## config.mk

```make
export PLATFORM = sky130hd
export DESIGN_NAME = fetch_inst_buffer
export DESIGN_NICKNAME = d
export VERILOG_FILES = /design/src/rtl/fetch_inst_buffer.sv
export SDC_FILE = /design/constraint.sdc
export NUM_CORES = 1
export LEC_CHECK = 0
export BUFFER_PORTS_ARGS = -buffer_cell sky130_fd_sc_hd__buf_4
export CAP_MARGIN = 20
export CORE_ASPECT_RATIO = 0.8
export CORE_UTILIZATION = 59
export DETAILED_ROUTE_END_ITERATION = 8
export HOLD_SLACK_MARGIN = 0.05
export PLACE_DENSITY = 0.8
export SETUP_SLACK_MARGIN = 0.05
export SKIP_LAST_GASP = 1
export SYNTH_ARGS = -nofsm -noshare
export SYNTH_HDL_FRONTEND = slang
export SYNTH_SLANG_ARGS = --single-unit
```

## constraint.sdc

```tcl
create_clock -name CLK -period 4.2 [get_ports CLK]
set_input_delay 0.21 -clock CLK [delete_from_list [all_inputs] [get_ports CLK]]
set_output_delay 0.21 -clock CLK [all_outputs]
set_load 0.02 [all_outputs]
```

## src/rtl/fetch_inst_buffer.sv

```systemverilog
// rtl/fetch_inst_buffer.sv - credit-managed instruction queue between AXI4-Lite fetch and decode
// Tracks live and stale in-flight reads so a flush can drop responses to redirected fetches.
module fetch_inst_buffer #(
    parameter int WIDTH   = 97,
    parameter int DEPTH   = 4,
    parameter int MAX_OUT = 4,
    parameter int BYPASS  = 0,
    parameter int CW      = $clog2(DEPTH + 1)
) (
    input  logic             CLK,
    input  logic             RSTN,
    input  logic             req_valid,
    output logic             req_ready,
    input  logic             rsp_valid,
    input  logic [WIDTH-1:0] rsp_data,
    input  logic             flush,
    input  logic             ren,
    output logic             rok,
    output logic [WIDTH-1:0] rdata,
    output logic [CW-1:0]    count,
    output logic [CW-1:0]    live_out,
    output logic [CW-1:0]    stale_out,
    output logic             rsp_err
);
    localparam int AW = (DEPTH > 1) ? $clog2(DEPTH) : 1;
    localparam logic [CW:0] DEPTH_W   = (CW + 1)'(DEPTH);
    localparam logic [CW:0] MAX_OUT_W = (CW + 1)'(MAX_OUT);

    logic [WIDTH-1:0] mem_q [DEPTH];
    logic [WIDTH-1:0] mem_d [DEPTH];
    logic [AW-1:0]    rd_ptr_q, rd_ptr_d;
    logic [AW-1:0]    wr_ptr_q, wr_ptr_d;
    logic [CW-1:0]    count_q, count_d;
    logic [CW-1:0]    live_q, live_d;
    logic [CW-1:0]    stale_q, stale_d;
    logic             rsp_err_q, rsp_err_d;

    logic [CW:0] occ_sum;
    logic [CW:0] out_sum;
    logic        head_valid;
    logic        rsp_drop;
    logic        rsp_enq;
    logic        rsp_spur;
    logic        bypass_hit;
    logic        req_fire;
    logic        pop;
    logic        store;

    assign occ_sum = {1'b0, count_q} + {1'b0, live_q};
    assign out_sum = {1'b0, live_q} + {1'b0, stale_q};

    // Stale reads absorb responses first: they were issued before any live read.
    always_comb begin
        head_valid = (count_q != '0) && !flush;
        rsp_drop   = rsp_valid && (stale_q != '0);
        rsp_enq    = rsp_valid && (stale_q == '0) && (live_q != '0);
        rsp_spur   = rsp_valid && (stale_q == '0) && (live_q == '0);
        bypass_hit = (BYPASS != 0) && (count_q == '0) && !flush && rsp_enq && ren;
        req_ready  = RSTN && !flush && (occ_sum < DEPTH_W) && (out_sum < MAX_OUT_W);
        req_fire   = req_valid && req_ready;
        pop        = ren && head_valid;
        store      = rsp_enq && !bypass_hit && !flush;
        rok        = head_valid || bypass_hit;
    end

    always_comb begin
        mem_d     = mem_q;
        rd_ptr_d  = rd_ptr_q;
        wr_ptr_d  = wr_ptr_q;
        count_d   = count_q;
        live_d    = live_q;
        stale_d   = stale_q;
        rsp_err_d = rsp_err_q || rsp_spur;
        if (flush) begin
            // Everything in flight becomes stale, minus the beat arriving right now.
            rd_ptr_d = '0;
            wr_ptr_d = '0;
            count_d  = '0;
            live_d   = '0;
            stale_d  = stale_q + live_q - CW'(rsp_drop || rsp_enq);
        end else begin
            if (store) begin
                mem_d[wr_ptr_q] = rsp_data;
                wr_ptr_d        = wr_ptr_q + AW'(1);
            end
            if (pop) begin
                rd_ptr_d = rd_ptr_q + AW'(1);
            end
            count_d = count_q + CW'(store) - CW'(pop);
            live_d  = live_q + CW'(req_fire) - CW'(rsp_enq);
            stale_d = stale_q - CW'(rsp_drop);
        end
    end

    always_comb begin
        rdata = '0;
        if (bypass_hit) begin
            rdata = rsp_data;
        end else if (count_q != '0) begin
            rdata = mem_q[rd_ptr_q];
        end
    end

    always_ff @(posedge CLK or negedge RSTN) begin
        if (!RSTN) begin
            for (int i = 0; i < DEPTH; i++) begin
                mem_q[i] <= '0;
            end
            rd_ptr_q  <= '0;
            wr_ptr_q  <= '0;
            count_q   <= '0;
            live_q    <= '0;
            stale_q   <= '0;
            rsp_err_q <= 1'b0;
        end else begin
            mem_q     <= mem_d;
            rd_ptr_q  <= rd_ptr_d;
            wr_ptr_q  <= wr_ptr_d;
            count_q   <= count_d;
            live_q    <= live_d;
            stale_q   <= stale_d;
            rsp_err_q <= rsp_err_d;
        end
    end

    assign count     = count_q;
    assign live_out  = live_q;
    assign stale_out = stale_q;
    assign rsp_err   = rsp_err_q;

endmodule

```

==> run_results.csv, run 1 <==
group,metric,value,unit
yosys,async_flop_share,100.0,%
yosys,synth_edf_count,0,
critical_path,reg2reg_from,"live_out[2]$_DFF_PN0_",
cts,cts-resized-gates,0,
floorplanning,start_util,60.17,%
yosys,synth_top_area_share,54.90,%
yosys,ys_warn_count,0,
cts,cts_tree,"done",
routing,ant_nets,0,
cts,cts_max_path_buffers,3,
floorplanning,die_h,159.6,um
run,max_cap_viol_count,0,
critical_path,crit_path_cell_trace,"ha_1, or4b_2, a211oi_1, nand2_1, ha_1, inv_1, ha_1, inv_1, fa_1, xor2_1, and2_1, nor3_1",
yosys,synth-seq-area-share,54.90,%
yosys,yosysMostFrequentCell,"dfrtp_1",
cts,worstSkewPairLatency,530,ps
yosys,synth_cells,1145,
timing,worst_pin_slew,938.0,ps
finish,seqCellArea,0.01007,sq mm
global_routing,grt_max_degree,153,
cts,cts_setup_buffers,0,
critical_path,critical_path_class,"reg -> reg",
yosys,yosysTopAreaCell,"dfrtp_1",
critical_path,critPathLaunchType,"flop",
power_and_ir_drop,p_total,10.73,mW
floorplanning,num_io_pins,212,
timing,rsz0062_at_grt,"false",
global_routing,grt_pass1_wl,65.37,mm
power_and_ir_drop,peakVddDrop,389.2,uV
critical_path,required,4640,ps
critical_path,cp_slowest_stage_delay,600,ps
timing,slew_headroom,37.46,%
timing,finalSetupTns,0,ps
cts,ctsHtreeMaxLevel,2,
timing,min_period_over_period,77.50,%
critical_path,path_delay_family,"adder cells",
yosys,ys_top_cells_by_count,"dfrtp_1 (402), mux2_2 (268), mux2_1 (120)",
floorplanning,core_area,0.03045,sq mm
global_routing,first_global_vias,11890,
timing,final_max_slew_viol_count,0,
yosys,synth_flop_cell,"dfrtp_1",
status,status,"finished clean",
cts,cts.sinks,402,
critical_path,r2r_slack,940,ps
placement,place_ws,960.8,ps
finish,num-fill-cells,1865,
critical_path,critPathBufInv,2,
routing,drt_wl_total,39.67,mm
hold_path,min_path_type,"in -> async",
routing,viasPerCell,5.705,
critical_path,crit_top_cell,"ha_1",
critical_path,crit_arrival,3690,ps
timing,min_period,3255,ps
critical_path,reg2reg_to,"live_out[2]$_DFF_PN0_",
floorplanning,die-width,199.0,um
timing,setup_viol,0,
routing,drtPass1Iterations,6,
timing,skew,13.28,ps
global_routing,overflow,0,
yosys,syn_nets,1268,
placement,io_buffers,211,
floorplanning,die_area,0.03177,sq mm
placement,hpwl,23.36,mm
floorplanning,rows,57,
finish,area_delta_synth_final,23.39,%
routing,drcViolationCount,0,
finish,n_antenna_cell,0,
critical_path,endpoint_kind,"flop",
yosys,synth_area_leaders,"dfrtp_1 (55%), mux2_2 (16%), mux4_2 (12%)",
timing,fin_ws,944.9,ps
critical_path,cp_max_fo,7,
critical_path,rr_worst_depth,12,
power_and_ir_drop,powerDensity,474.6,mW/mm^2
routing,routedWlPerCell,21.07,um
placement,gp_congestion,0.7708,
routing,vias,10740,
global_routing,antenna_found_initial,0,
critical_path,crit_path_top_delay_cell,"or4b_2",
cts,numCtsBuffers,41,
timing,final_hold_viol_count,0,
cts,clkSlewWorstSetupHoldPaths,60,ps
routing,first_iter_violations,501,
finish,num-nets-final,1566,
yosys,syn_avg_cell_area,16.00,sq um
timing,fmax,0.3072,GHz
cts,cts-root-buf,"clkbuf_16",
yosys,syn_area,0.01832,sq mm
yosys,ys_seq_elements,402,
yosys,synth.distinct_cells,34,
finish,layout-drive-gt1-share,45.51,%
finish,multi_input_area,0.007838,sq mm
power_and_ir_drop,power.leakage,11.07,nW
global_routing,grtUsageTotal,26.38,%
## flip-flops by register name, indices dropped and copies added, names as in the netlist
name,flops
count,3
mem_q,388
stale_out,3
rd_ptr_q,2
live_out,3
wr_ptr_q,2
rsp_err,1
## area by class of cell
cell class              instances  area share, %
clock buffers                  61          5.446
clock inverters                 9         0.3376
inverters                      13         0.2158
multi-input cells             654          34.67
flip-flops and latches        402          44.53
well taps                     413          2.286
repair buffers                331          12.52
## report_power, final
part           internal [mW]  switching [mW]  leakage [nW]  total [mW]
Sequential              4.29           0.282          5.58        4.57
Combinational           1.35            1.27          4.84        2.62
Clock                   2.08            1.46         0.649        3.54
## metrics by stage
stage               std cells  util (%)  hold WS (ps)  cell area, sq um
floorplan                1145         -        -85.59             18320
global placement         1713     66.66         38.45             20300
detailed placement       1713     66.66         37.57             20300
CTS                      1883     74.24         79.98             22610
global route             1883     74.24         86.90             22610
finish                   1883     74.24         91.64             22610
## cells in the final DEF (no fill, tap or decap), types with 4 or more instances in the layout
cell	Yosys	layout
buf_12	0	7
buf_4	16	223
clkbuf_1	27	7
clkbuf_16	0	41
clkbuf_8	0	13
clkinv_2	0	6
dfrtp_1	402	400
dlygate4sd3_1	0	100
ha_1	17	17
inv_1	13	13
mux2_1	120	120
mux2_2	268	268
mux4_2	97	97
nor2_1	10	10
nor2b_1	100	100
nor4b_4	4	4
xor2_1	6	6
## cell families (layout without fill, tap and decap cells)
| logic type | Yosys count | after routing | synth area share [%] |
|---|---|---|---|
| buf+inv | 89 | 414 | 2.349 |
| simple gates | 129 | 129 | 4.671 |
| xor+xnor | 8 | 8 | 0.3824 |
| fa+ha+maj | 20 | 20 | 1.489 |
| flops | 402 | 402 | 54.90 |
| compound gates | 11 | 11 | 0.3824 |
| mux | 486 | 486 | 35.82 |
## layer usage
layer  vias to the layer above  GRT usage, %  part of all wire (%)
met3                        54         5.554                   5.0
li1                       4778             -                     -
met4                         0         6.224                   1.6
met5                         -             0                     0
met2                       197         42.54                    49
met1                      5713         37.05                    45
## worst max path at each step
stage,slack (ps),from,end,depth (start not counted)
floorplan,630,live_out[2]$_DFF_PN0_,live_out[2]$_DFF_PN0_,12
global placement,1040,live_out[2]$_DFF_PN0_,live_out[2]$_DFF_PN0_,12
detailed placement,960,live_out[2]$_DFF_PN0_,live_out[2]$_DFF_PN0_,12
CTS,950,live_out[2]$_DFF_PN0_,live_out[2]$_DFF_PN0_,12
global route,770,live_out[2]$_DFF_PN0_,live_out[2]$_DFF_PN0_,12
finish,940,live_out[2]$_DFF_PN0_,live_out[2]$_DFF_PN0_,12
## timing repair
action | in CTS | in global routing
endpoints found under the setup margin | 0 | 0
hold buffers | 100 | 0
endpoints found under the hold margin | 461 | 0
Power figures use the tool's default switching activity.
==> run 2: changes to the inputs <==
--- a/config.mk
+++ b/config.mk
@@ -8,10 +8,10 @@
 export BUFFER_PORTS_ARGS = -buffer_cell sky130_fd_sc_hd__buf_4
 export CAP_MARGIN = 20
 export CORE_ASPECT_RATIO = 0.8
-export CORE_UTILIZATION = 59
+export CORE_UTILIZATION = 53
 export DETAILED_ROUTE_END_ITERATION = 8
 export HOLD_SLACK_MARGIN = 0.05
-export PLACE_DENSITY = 0.8
+export PLACE_DENSITY = 0.76
 export SETUP_SLACK_MARGIN = 0.05
 export SKIP_LAST_GASP = 1
 export SYNTH_ARGS = -nofsm -noshare
==> constraint.sdc (replaced) <==
create_clock -name CLK -period 2.9 [get_ports CLK]
set_input_delay 0.145 -clock CLK [delete_from_list [all_inputs] [get_ports CLK]]
set_output_delay 0.145 -clock CLK [all_outputs]
set_load 0.02 [all_outputs]
==> run 2 against run 1 <==
Largest power group unchanged. Final area is 2.5% higher. Critical endpoint unchanged. Critical path type unchanged. Combinational power is 53% higher. Critical path depth stayed put.
==> run_results.csv, run 2 (same netlist as run 1, synthesis figures left out) <==
group,metric,value,unit
critical_path,reg2reg_from,"live_out[2]$_DFF_PN0_",
finish,layout_common_cells,"dfrtp_1 (395), mux2_2 (268), buf_4 (227)",
global_routing,grtUsageTotal,23.67,%
floorplanning,rows,60,
timing,rsz0062_at_grt,"true",
floorplanning,num_io_pins,212,
critical_path,required,3350,ps
cts,worstSkewPairLatency,540,ps
finish,num-fill-cells,2289,
global_routing,grtUsageMet2,39.06,%
finish,area_delta_synth_final,26.48,%
cts,cts_max_path_buffers,3,
critical_path,crit_arrival,3280,ps
power_and_ir_drop,peakVddDrop,603.9,uV
finish,largest_reg_flops,388,
power_and_ir_drop,powerDensity,704.1,mW/mm^2
finish,layout-drive-gt1-share,47.04,%
timing,fin_ws,79.32,ps
placement,hpwl,23.78,mm
timing,fmax,0.3545,GHz
floorplanning,die-width,209.9,um
timing,final_max_slew_viol_count,0,
finish,instances_no_fill,1953,
routing,first_iter_violations,587,
critical_path,critPathLaunchType,"flop",
finish,final_common_cell,"dfrtp_1",
routing,drcViolationCount,0,
routing,vias,10830,
finish,multi_input_area,0.007900,sq mm
floorplanning,core_area,0.03386,sq mm
cts,clkSlewWorstSetupHoldPaths,60,ps
critical_path,cp_max_fo,5,
placement,io_buffers,211,
timing,finalSetupTns,0,ps
critical_path,path_delay_family,"adder cells",
critical_path,crit_path_top_delay_cell,"or4b_4",
global_routing,antenna_found_initial,2,
cts,cts-root-buf,"clkbuf_16",
critical_path,rr_worst_depth,12,
timing,slew_headroom,33.33,%
finish,utilization,68.45,%
floorplanning,die_h,168.3,um
run,max_cap_viol_count,0,
critical_path,r2r_slack,80,ps
routing,drt_wl_total,39.84,mm
cts,cts.sinks,402,
critical_path,endpoint,"live_out[2]$_DFF_PN0_",
placement,gp_congestion,0.7458,
placement,place_area,0.02066,sq mm
timing,final_hold_viol_count,0,
finish,top_register,"mem_q",
cts,numCtsBuffers,41,
timing,min_period_over_period,97.26,%
floorplanning,die_area,0.03532,sq mm
cts,ctsHtreeMaxLevel,2,
global_routing,overflow,0,
timing,worst_pin_slew,1000,ps
timing,min_period,2821,ps
finish,final_cell_area,0.02317,sq mm
routing,viasPerCell,5.547,
power_and_ir_drop,power.leakage,11.25,nW
critical_path,crit_path_start,"live_out[2]$_DFF_PN0_",
critical_path,reg2reg_to,"live_out[2]$_DFF_PN0_",
global_routing,first_global_vias,12010,
routing,drtPass1Iterations,4,
finish,num-nets-final,1581,
placement,place_ws,99.41,ps
global_routing,use_met1,32.28,%
placement,dp_cells,1777,
routing,routedWlPerCell,20.40,um
floorplanning,start_util,54.12,%
timing,skew,12.75,ps
cts,cts-resized-gates,0,
cts,cts_tree,"done",
critical_path,critical_path_class,"reg -> reg",
critical_path,crit_path_cell_trace,"ha_4, or4b_4, a211oi_4, nand2_1, ha_1, inv_1, ha_1, inv_1, fa_2, xor2_1, and2_1, nor3_1",
finish,seqCellArea,0.01007,sq mm
hold_path,min_path_type,"in -> reg",
critical_path,critPathBufInv,2,
status,status,"finished clean",
timing,setup_viol,0,
critical_path,cp_slowest_stage_delay,490,ps
global_routing,grt_pass1_wl,65.93,mm
global_routing,use_met3,4.850,%
global_routing,grt_max_degree,172,
critical_path,worst-path-stages,12,
routing,ant_nets,0,
critical_path,endpoint_kind,"flop",
global_routing,top_usage_layer,"met2",
-- run 2: how the worst min path moves through the flow --
stage,from,endpoint,slack (ps),cells after the start
after CTS,flush,count[0]$_DFF_PN0_,80,3
after detailed placement,RSTN,mem_q[93]$_DFFE_PN0P_,330,2
final,flush,wr_ptr_q[0]$_DFFE_PN0P_,110,3
after global routing,flush,wr_ptr_q[0]$_DFFE_PN0P_,110,3
after floorplan,RSTN,count[0]$_DFF_PN0_,-150,0
after global placement,RSTN,mem_q[190]$_DFFE_PN0P_,320,2
-- run 2: report_power, final --
group / total (mW) / internal, mW / switching, mW
clock network: 5.76 / 3.58 / 2.17
registers: 6.56 / 6.22 / 0.343
logic: 4.00 / 2.07 / 1.93
-- run 2: layout make-up --
class,count,area share [%]
sequential,402,43.47
multi-input combinational,654,34.09
timing repair buffer,346,13.29
clock buffer,58,5.318
tap,465,2.511
clock inverter,13,1.091
inverter,13,0.2106
antenna,2,0.02160
-- run 2: worst reg2reg max path: cells and delay by family, from the launching register on --
family                   cells  cell delay [ps]
AND/OR/NAND/NOR              4              870
flip-flops                   1              470
AO/OA/AOI/OAI                1              180
buffers and inverters        2              110
XOR/XNOR                     1              150
adder cells (fa/ha/maj)      4              970
-- run 2: routing by layer --
layer | vias to the layer above | wire (um)
li1 | 4809 | -
met1 | 5796 | 17740
met2 | 176 | 19490
met3 | 52 | 1818
met4 | 0 | 793
met5 | - | 0
-- run 2: metrics by stage --
stage	hold slack (ps)	total power, mW
floorplan	-150.6	9.183
global placement	324.3	10.47
detailed placement	329.9	10.56
CTS	83.79	16.49
global route	106.8	17.10
finish	111.4	16.32
-- run 2: timing repair --
action	4_1_cts	5_1_grt
endpoints found under the setup margin	0	1
setup buffers	0	3
hold buffers	100	0
hold endpoints to repair	487	0
